$ cat config.mk
export PLATFORM = sky130hd
export DESIGN_NAME = demux_seq
export DESIGN_NICKNAME = d
export VERILOG_FILES = /design/src/rtl/demux_pkg.sv /design/src/rtl/demux_slot.sv /design/src/rtl/demux_seq.sv
export SDC_FILE = /design/constraint.sdc
export NUM_CORES = 1
export LEC_CHECK = 0
export ABC_CLOCK_PERIOD_IN_PS = 1400
export CAP_MARGIN = 20
export CORE_MARGIN = 5
export CORE_UTILIZATION = 28
export DETAILED_ROUTE_END_ITERATION = 16
export PLACE_DENSITY = 0.63
export SYNTH_ARGS = -nofsm -noshare
export SYNTH_HDL_FRONTEND = slang
export SYNTH_SLANG_ARGS = --single-unit
$ cat constraint.sdc
create_clock -name clk -period 1.4 [get_ports clk]
set_clock_uncertainty 0.2 [all_clocks]
set_input_delay 0.14 -clock clk [delete_from_list [all_inputs] [get_ports clk]]
set_output_delay 0.14 -clock clk [all_outputs]
set_load 0.05 [all_outputs]
$ cat src/rtl/demux_pkg.sv
// demux_pkg: shared constants and types for the demux_seq channel demultiplexer.
//   NUM_CH : number of output channels
//   sel_t  : channel index type
//   next_ch: round-robin successor of a channel index (wraps 3 -> 0)
package demux_pkg;
    localparam int NUM_CH = 4;

    typedef logic [1:0] sel_t;

    function automatic sel_t next_ch(input sel_t ch);
        return ch + 2'd1;
    endfunction
endpackage

$ cat src/rtl/demux_slot.sv
// demux_slot: one-entry output register for a single demux channel.
//   clk   : clock, rising edge
//   rst_n : asynchronous active-low reset, clears q and valid
//   load  : capture d this edge (wins over a simultaneous drain)
//   d     : incoming data word
//   q     : held data word, stable while valid=1 and ready=0
//   valid : q holds a word
//   ready : consumer takes q this edge
module demux_slot #(
    parameter int W = 8
) (
    input  logic         clk,
    input  logic         rst_n,
    input  logic         load,
    input  logic [W-1:0] d,
    output logic [W-1:0] q,
    output logic         valid,
    input  logic         ready
);
    // A load on the same edge as a drain keeps valid set so a full slot
    // can stream one word per cycle.
    always_ff @(posedge clk or negedge rst_n) begin
        if (!rst_n) begin
            q     <= '0;
            valid <= 1'b0;
        end else if (load) begin
            q     <= d;
            valid <= 1'b1;
        end else if (ready) begin
            valid <= 1'b0;
        end
    end
endmodule

$ cat src/rtl/demux_seq.sv
// demux_seq: 1-to-4 valid/ready demultiplexer with manual or round-robin select.
//   clk     : clock, rising edge
//   rst_n   : asynchronous active-low reset
//   x       : input data word
//   x_valid : x offered for transfer
//   x_ready : target channel can accept x this cycle
//   c0, c1  : manual channel select, channel = {c1,c0}
//   rr      : 1 = round-robin target, 0 = manual target
//   m0..m3  : per-channel output words
//   m_valid : per-channel word-present flags
//   m_ready : per-channel consumer-takes-word strobes
module demux_seq
    import demux_pkg::*;
#(
    parameter int W = 8
) (
    input  logic              clk,
    input  logic              rst_n,
    input  logic [W-1:0]      x,
    input  logic              x_valid,
    output logic              x_ready,
    input  logic              c0,
    input  logic              c1,
    input  logic              rr,
    output logic [W-1:0]      m0,
    output logic [W-1:0]      m1,
    output logic [W-1:0]      m2,
    output logic [W-1:0]      m3,
    output logic [NUM_CH-1:0] m_valid,
    input  logic [NUM_CH-1:0] m_ready
);
    sel_t              target;
    sel_t              rr_ptr;
    logic              xfer;
    logic [NUM_CH-1:0] load;
    logic [W-1:0]      q [NUM_CH];

    // Select is not registered: mode and manual select act in the same cycle.
    always_comb target = rr ? rr_ptr : {c1, c0};

    // Only the target channel gates acceptance, so a blocked target stalls
    // the input even when other channels are free.
    assign x_ready = !m_valid[target] | m_ready[target];
    assign xfer    = x_valid & x_ready;

    // Pointer moves only on a round-robin transfer and is held otherwise,
    // so returning to round-robin resumes where it left off.
    always_ff @(posedge clk or negedge rst_n) begin
        if (!rst_n)
            rr_ptr <= '0;
        else if (xfer && rr)
            rr_ptr <= next_ch(rr_ptr);
    end

    for (genvar g = 0; g < NUM_CH; g++) begin : gen_slot
        assign load[g] = xfer && (target == sel_t'(g));
        demux_slot #(.W(W)) u_slot (
            .clk   (clk),
            .rst_n (rst_n),
            .load  (load[g]),
            .d     (x),
            .q     (q[g]),
            .valid (m_valid[g]),
            .ready (m_ready[g])
        );
    end

    assign m0 = q[0];
    assign m1 = q[1];
    assign m2 = q[2];
    assign m3 = q[3];
endmodule

Yosys cells after proc, flatten, opt, wreduce, memory -nomap -nowiden
Index checks and enable logic that the tools add are counted.

cells by class
  add/sub/neg operators = 1
  order comparisons = 1
  equal/unequal tests = 3
  multiplexer cells = 13
  bitwise gates (word level) = 2
  reduce and logical (&&, ||, !) cells = 11

operator list
  cell                                                                   count
  1-bit two-way mux                                                      10
  2-bit nonzero test                                                     4
  1-bit logical AND                                                      5
  1-bit binary-select mux with 2-bit select                              2
  2-bit equality test, second input constant                             2
  2-bit by 3-bit < comparator with 1-bit output, second input constant   1
  2-bit by 1-bit adder with 2-bit output, second input constant          1
  2-bit by 1-bit equality test with 1-bit output, second input constant  1
  2-bit zero test                                                        1
  2-bit two-way mux                                                      1
  1-bit AND                                                              1
  1-bit zero test                                                        1
  1-bit OR                                                               1

word-level totals
  flip-flop bits (word level) = 38
  input bits = 18
  word-level logic and storage cells = 40

Longest topological paths before layout
  depth in word-level cells = 8
  mapped depth = 5
  gate-level depth less buffers = 4

Cells and area by module
Synthesis repeated with hierarchy kept, for this count alone.

second synthesis, totals
  cell total of the unflattened synthesis = 102
  area total of the unflattened synthesis = 1692.9 um^2

by module, submodules not included
  module      instances  cells each  area an instance (um^2)  seq. area each (um^2)
  demux_slot  4          20          369.1                    225.2
  demux_seq   1          22          216.5                    50.0

Worst setup path after synthesis
Ideal clock, no wire load.

  kind = register to output
  from = reg rr_ptr[1]
  to = out x_ready
  arrival = 1.752 ns
  data required time = 1.060 ns
  slack = -0.692 ns
  cell stages (with the launch flop) = 5
  buffers on the path = 0
  path through = dfrtp_1 -> mux2_4 -> nand2b_1 -> o21ai_0 -> mux2i_1

on the way
  longest elaborated chain between the ends = 5

RTL lines
  item                                       RTL line         source
  from (decl)                                demux_seq.sv:33  sel_t rr_ptr;
  from (signal assigned)                     demux_seq.sv:52  rr_ptr <= next_ch(rr_ptr);
  2-bit two-way mux *                        demux_seq.sv:39  always_comb target = rr ? rr_ptr : {c1, c0};
  1-bit binary-select mux with 2-bit select  demux_seq.sv:43  assign x_ready = !m_valid[target] | m_ready[target];
  1-bit two-way mux (implied by the code)    demux_seq.sv:43
  1-bit zero test                            demux_seq.sv:43
  1-bit OR *                                 demux_seq.sv:43
  to (decl)                                  demux_seq.sv:21  output logic x_ready,

Mark *: on every way between the ends. The rest lies on a longest branch, timed or not. The select of a mux whose other input is x is not followed.

Worst setup path after layout
Ends and elaborated chain as after synthesis.

==> load_flow_metrics.sql <==
INSERT INTO impl_metrics (metric_group, metric, value, unit) VALUES
('logic_synthesis', 'synth_edf_count', '0', ''),
('worst_setup_path', 'crit_top_cell', 'sky130_fd_sc_hd__mux2i_4', ''),
('layout', 'final_layout_size_suffix_gt1_share', '68.0', '%'),
('power', 'power_leakage', '1.49', 'nW'),
('floorplanning', 'placementRows', '28', ''),
('layout', 'fill_cells', '431', ''),
('worst_setup_path', 'worstSetupStartpointType', 'register', ''),
('floorplanning', 'die_extent_in_y', '86.9', 'um'),
('logic_synthesis', 'yosysWarningCount', '0', ''),
('placement', 'detailedPlacementHpwl', '3.13', 'mm'),
('clock_network', 'clk_latency', '0.29', 'ns'),
('logic_synthesis', 'yosys.cell_count.top_type', 'sky130_fd_sc_hd__dfrtp_1', ''),
('run_status', 'status', 'finished with violations', ''),
('sta', 'postLayoutSetupSlackWorst', '-0.542', 'ns'),
('run_status', 'violations', 'setup timing', ''),
('logic_synthesis', 'post_synth_most_frequent_cells', 'sky130_fd_sc_hd__dfrtp_1, sky130_fd_sc_hd__mux2_2, sky130_fd_sc_hd__nand2_1, sky130_fd_sc_hd__buf_4, sky130_fd_sc_hd__nand2b_1', ''),
('logic_synthesis', 'postSynthNetCount', '124', ''),
('floorplanning', 'design.die.area', '7560', 'um2'),
('power', 'power.ir.vdd_worst', '1.24', 'mV'),
('clock_network', 'tritoncts', 'built', ''),
('worst_setup_path', 'crit_path_start', 'rr_ptr[1]$_DFFE_PN0P_', ''),
('logic_synthesis', 'number_of_synthesized_register_bits', '38', ''),
('sta', 'drv_slew', '0', ''),
('power', 'cellPowerDensity', '2740', 'nW/um2'),
('floorplanning', 'initial_utilization', '28.3', '%'),
('global_routing', 'grt_pass1_vias', '1398', ''),
('logic_synthesis', 'netlist-cell-type-count', '19', ''),
('worst_setup_path', 'path_buf_inv', '1', ''),
('logic_synthesis', 'netlist_area', '1660', 'um2'),
('global_routing', 'wire_length_of_the_first_global_routing_pass', '7.67', 'mm'),
('logic_synthesis', 'synth_ff_type', 'sky130_fd_sc_hd__dfrtp_1', ''),
('worst_setup_path', 'cp-end-kind', 'output pin', ''),
('logic_synthesis', 'synth_sequential_area_ratio', '57.4', '%'),
('global_routing', 'antenna_found_initial', '0', ''),
('worst_setup_path', 'timing.setup.critical_path_class', 'reg2out', ''),
('sta', 'fin_crit', '1.94', 'ns'),
('logic_synthesis', 'post_synth_main_area_contributors', 'sky130_fd_sc_hd__dfrtp_1, sky130_fd_sc_hd__mux2_2, sky130_fd_sc_hd__nand4_4', ''),
('power', 'power.total', '8.99', 'mW'),
('clock_network', 'cts-root-to-sink-buffers', '2', ''),
('layout', 'synthToLayoutAreaGrowth', '97.9', '%'),
('worst_setup_path', 'critPathSlowestCell', 'sky130_fd_sc_hd__dfrtp_2', ''),
('floorplanning', 'placeable_core_area', '5850', 'um2'),
('drt', 'avgRoutedWirePerCell', '19.0', 'um'),
('clock_network', 'clock-sinks', '38', ''),
('floorplanning', 'boundaryPins', '55', ''),
('worst_hold_path', 'min-delay-path-class', 'in2async', ''),
('sta', 'fmax', '0.515', 'GHz'),
('global_routing', 'grt_overflow_total', '0', ''),
('worst_setup_path', 'worst_ep_arrival_time', '1.60', 'ns'),
('placement', 'place_ws', '-0.702', 'ns'),
('layout', 'ff_latch_area', '952', 'um2'),
('logic_synthesis', 'yosys.area.top_type', 'sky130_fd_sc_hd__dfrtp_1', ''),
('run', 'drv.max_cap_violation_count', '0', ''),
('sta', 'tightestPinTransition', '0.400', 'ns'),
('placement', 'placed_area', '2810', 'um2'),
('worst_setup_path', 'critical-path-top-delay-family', 'multiplexers', ''),
('clock_network', 'cts_max_level', '2', ''),
('global_routing', 'grtUsageTotal', '13.6', '%'),
('layout', 'post-route-util', '56.0', '%'),
('floorplanning', 'die_w', '86.9', 'um'),
('sta', 'post-route-period-util', '139', '%'),
('global_routing', 'grt_start_max_net_pins', '25', ''),
('clock_network', 'clkSlewWorstSetupHoldPaths', '0.08', 'ns'),
('clock_network', 'clk_root_buffer_cell', 'sky130_fd_sc_hd__clkbuf_8', ''),
('placement', 'buffer_ports.inserted', '54', ''),
('drt', 'drt_pass1_iterations', '4', ''),
('placement', 'finalWeightedCongestion', '0.742', ''),
('worst_setup_path', 'crit-reg2reg-launch', 'rr_ptr[1]$_DFFE_PN0P_', ''),
('layout', 'final_area', '3280', 'um2'),
('sta', 'setup-violations-final', '39', ''),
('drt', 'detailedRoute.firstIterationViolations', '27', '');
-- sequential cells by signal, summed over array words and instances, names as in the netlist --
name                   flops
gen_slot.u_slot.valid      4
rr_ptr                     2
gen_slot.u_slot.q         32
-- kinds of logic after synthesis --
group	synth area share (%)
DFF	57.4
muxes	27.9
and+or+nand+nor	10.0
AOI/OAI and AO/OA	1.66
buffers and inverters	2.95
-- routing by layer --
layer	wire, um	global-route usage, %
met5	0	0
met4	70	3.26
met3	362	5.01
met2	2770	24.3
met1	1910	15.3
-- metrics by stage --
stage          hold slack (ns)  cells  setup TNS (ns)
4_1_cts                  0.101    265           -9.59
5_1_grt                  0.122    269          -16.41
6_report                 0.100    269          -15.52
2_1_floorplan           -0.356    106           -4.06
3_3_place_gp            -0.126    242          -23.66
3_5_place_dp            -0.122    242          -24.46
-- report_power, final --
| part | internal (mW) | leakage (nW) | switching, mW |
|---|---|---|---|
| logic | 2.98 | 0.970 | 2.69 |
| clock network | 0.714 | 0.0683 | 0.388 |
| registers | 1.62 | 0.454 | 0.596 |
| total | 5.32 | 1.49 | 3.67 |
-- cells in the final DEF, fill, tap and decap left out, types with 2 or more instances in the layout --
cell,synthesis,routed
sky130_fd_sc_hd__nand2_1,6,3
sky130_fd_sc_hd__nand2_2,0,3
sky130_fd_sc_hd__buf_12,0,39
sky130_fd_sc_hd__mux2i_4,2,4
sky130_fd_sc_hd__buf_4,5,14
sky130_fd_sc_hd__mux2_2,30,8
sky130_fd_sc_hd__nand4_4,4,7
sky130_fd_sc_hd__clkbuf_8,0,5
sky130_fd_sc_hd__bufinv_16,0,2
sky130_fd_sc_hd__buf_6,1,11
sky130_fd_sc_hd__nand2b_1,5,3
sky130_fd_sc_hd__mux2_4,4,26
sky130_fd_sc_hd__clkdlybuf4s50_1,0,15
sky130_fd_sc_hd__dfrtp_1,38,37
-- path summary, 6_finish.rpt --
path | end | slack [ns] | cells past startpoint
max in group asynchronous | rr_ptr[1]$_DFFE_PN0P_ | 0.42 | 3
max | x_ready | -0.54 | 4
min | gen_slot[1].u_slot.q[1]$_DFFE_PN0P_ | 0.10 | 2
min reg2reg | gen_slot[2].u_slot.q[2]$_DFFE_PN0P_ | 0.38 | 1
min in group clk | gen_slot[1].u_slot.q[1]$_DFFE_PN0P_ | 0.37 | 2
max reg2reg | gen_slot[2].u_slot.q[2]$_DFFE_PN0P_ | -0.51 | 6
-- final cells by class --
type,count,area share [%]
clock buffer,5,2.10
clock inverter,3,2.10
multi-input combinational,65,27.0
sequential,38,29.0
tap,75,2.86
timing repair buffer,83,36.9
-- what timing repair did --
| item | CTS | global route |
|---|---|---|
| buffers inserted | 11 | 4 |
| resized for setup | 19 | 15 |
| hold buffers | 1 | 0 |
| gates cloned | 4 | 0 |
| endpoints found under the hold margin | 38 | 0 |
| endpoints found under the setup margin | 39 | 39 |
| pin swaps | 8 | 8 |
No activity file was read; power rests on OpenSTA's default activity.
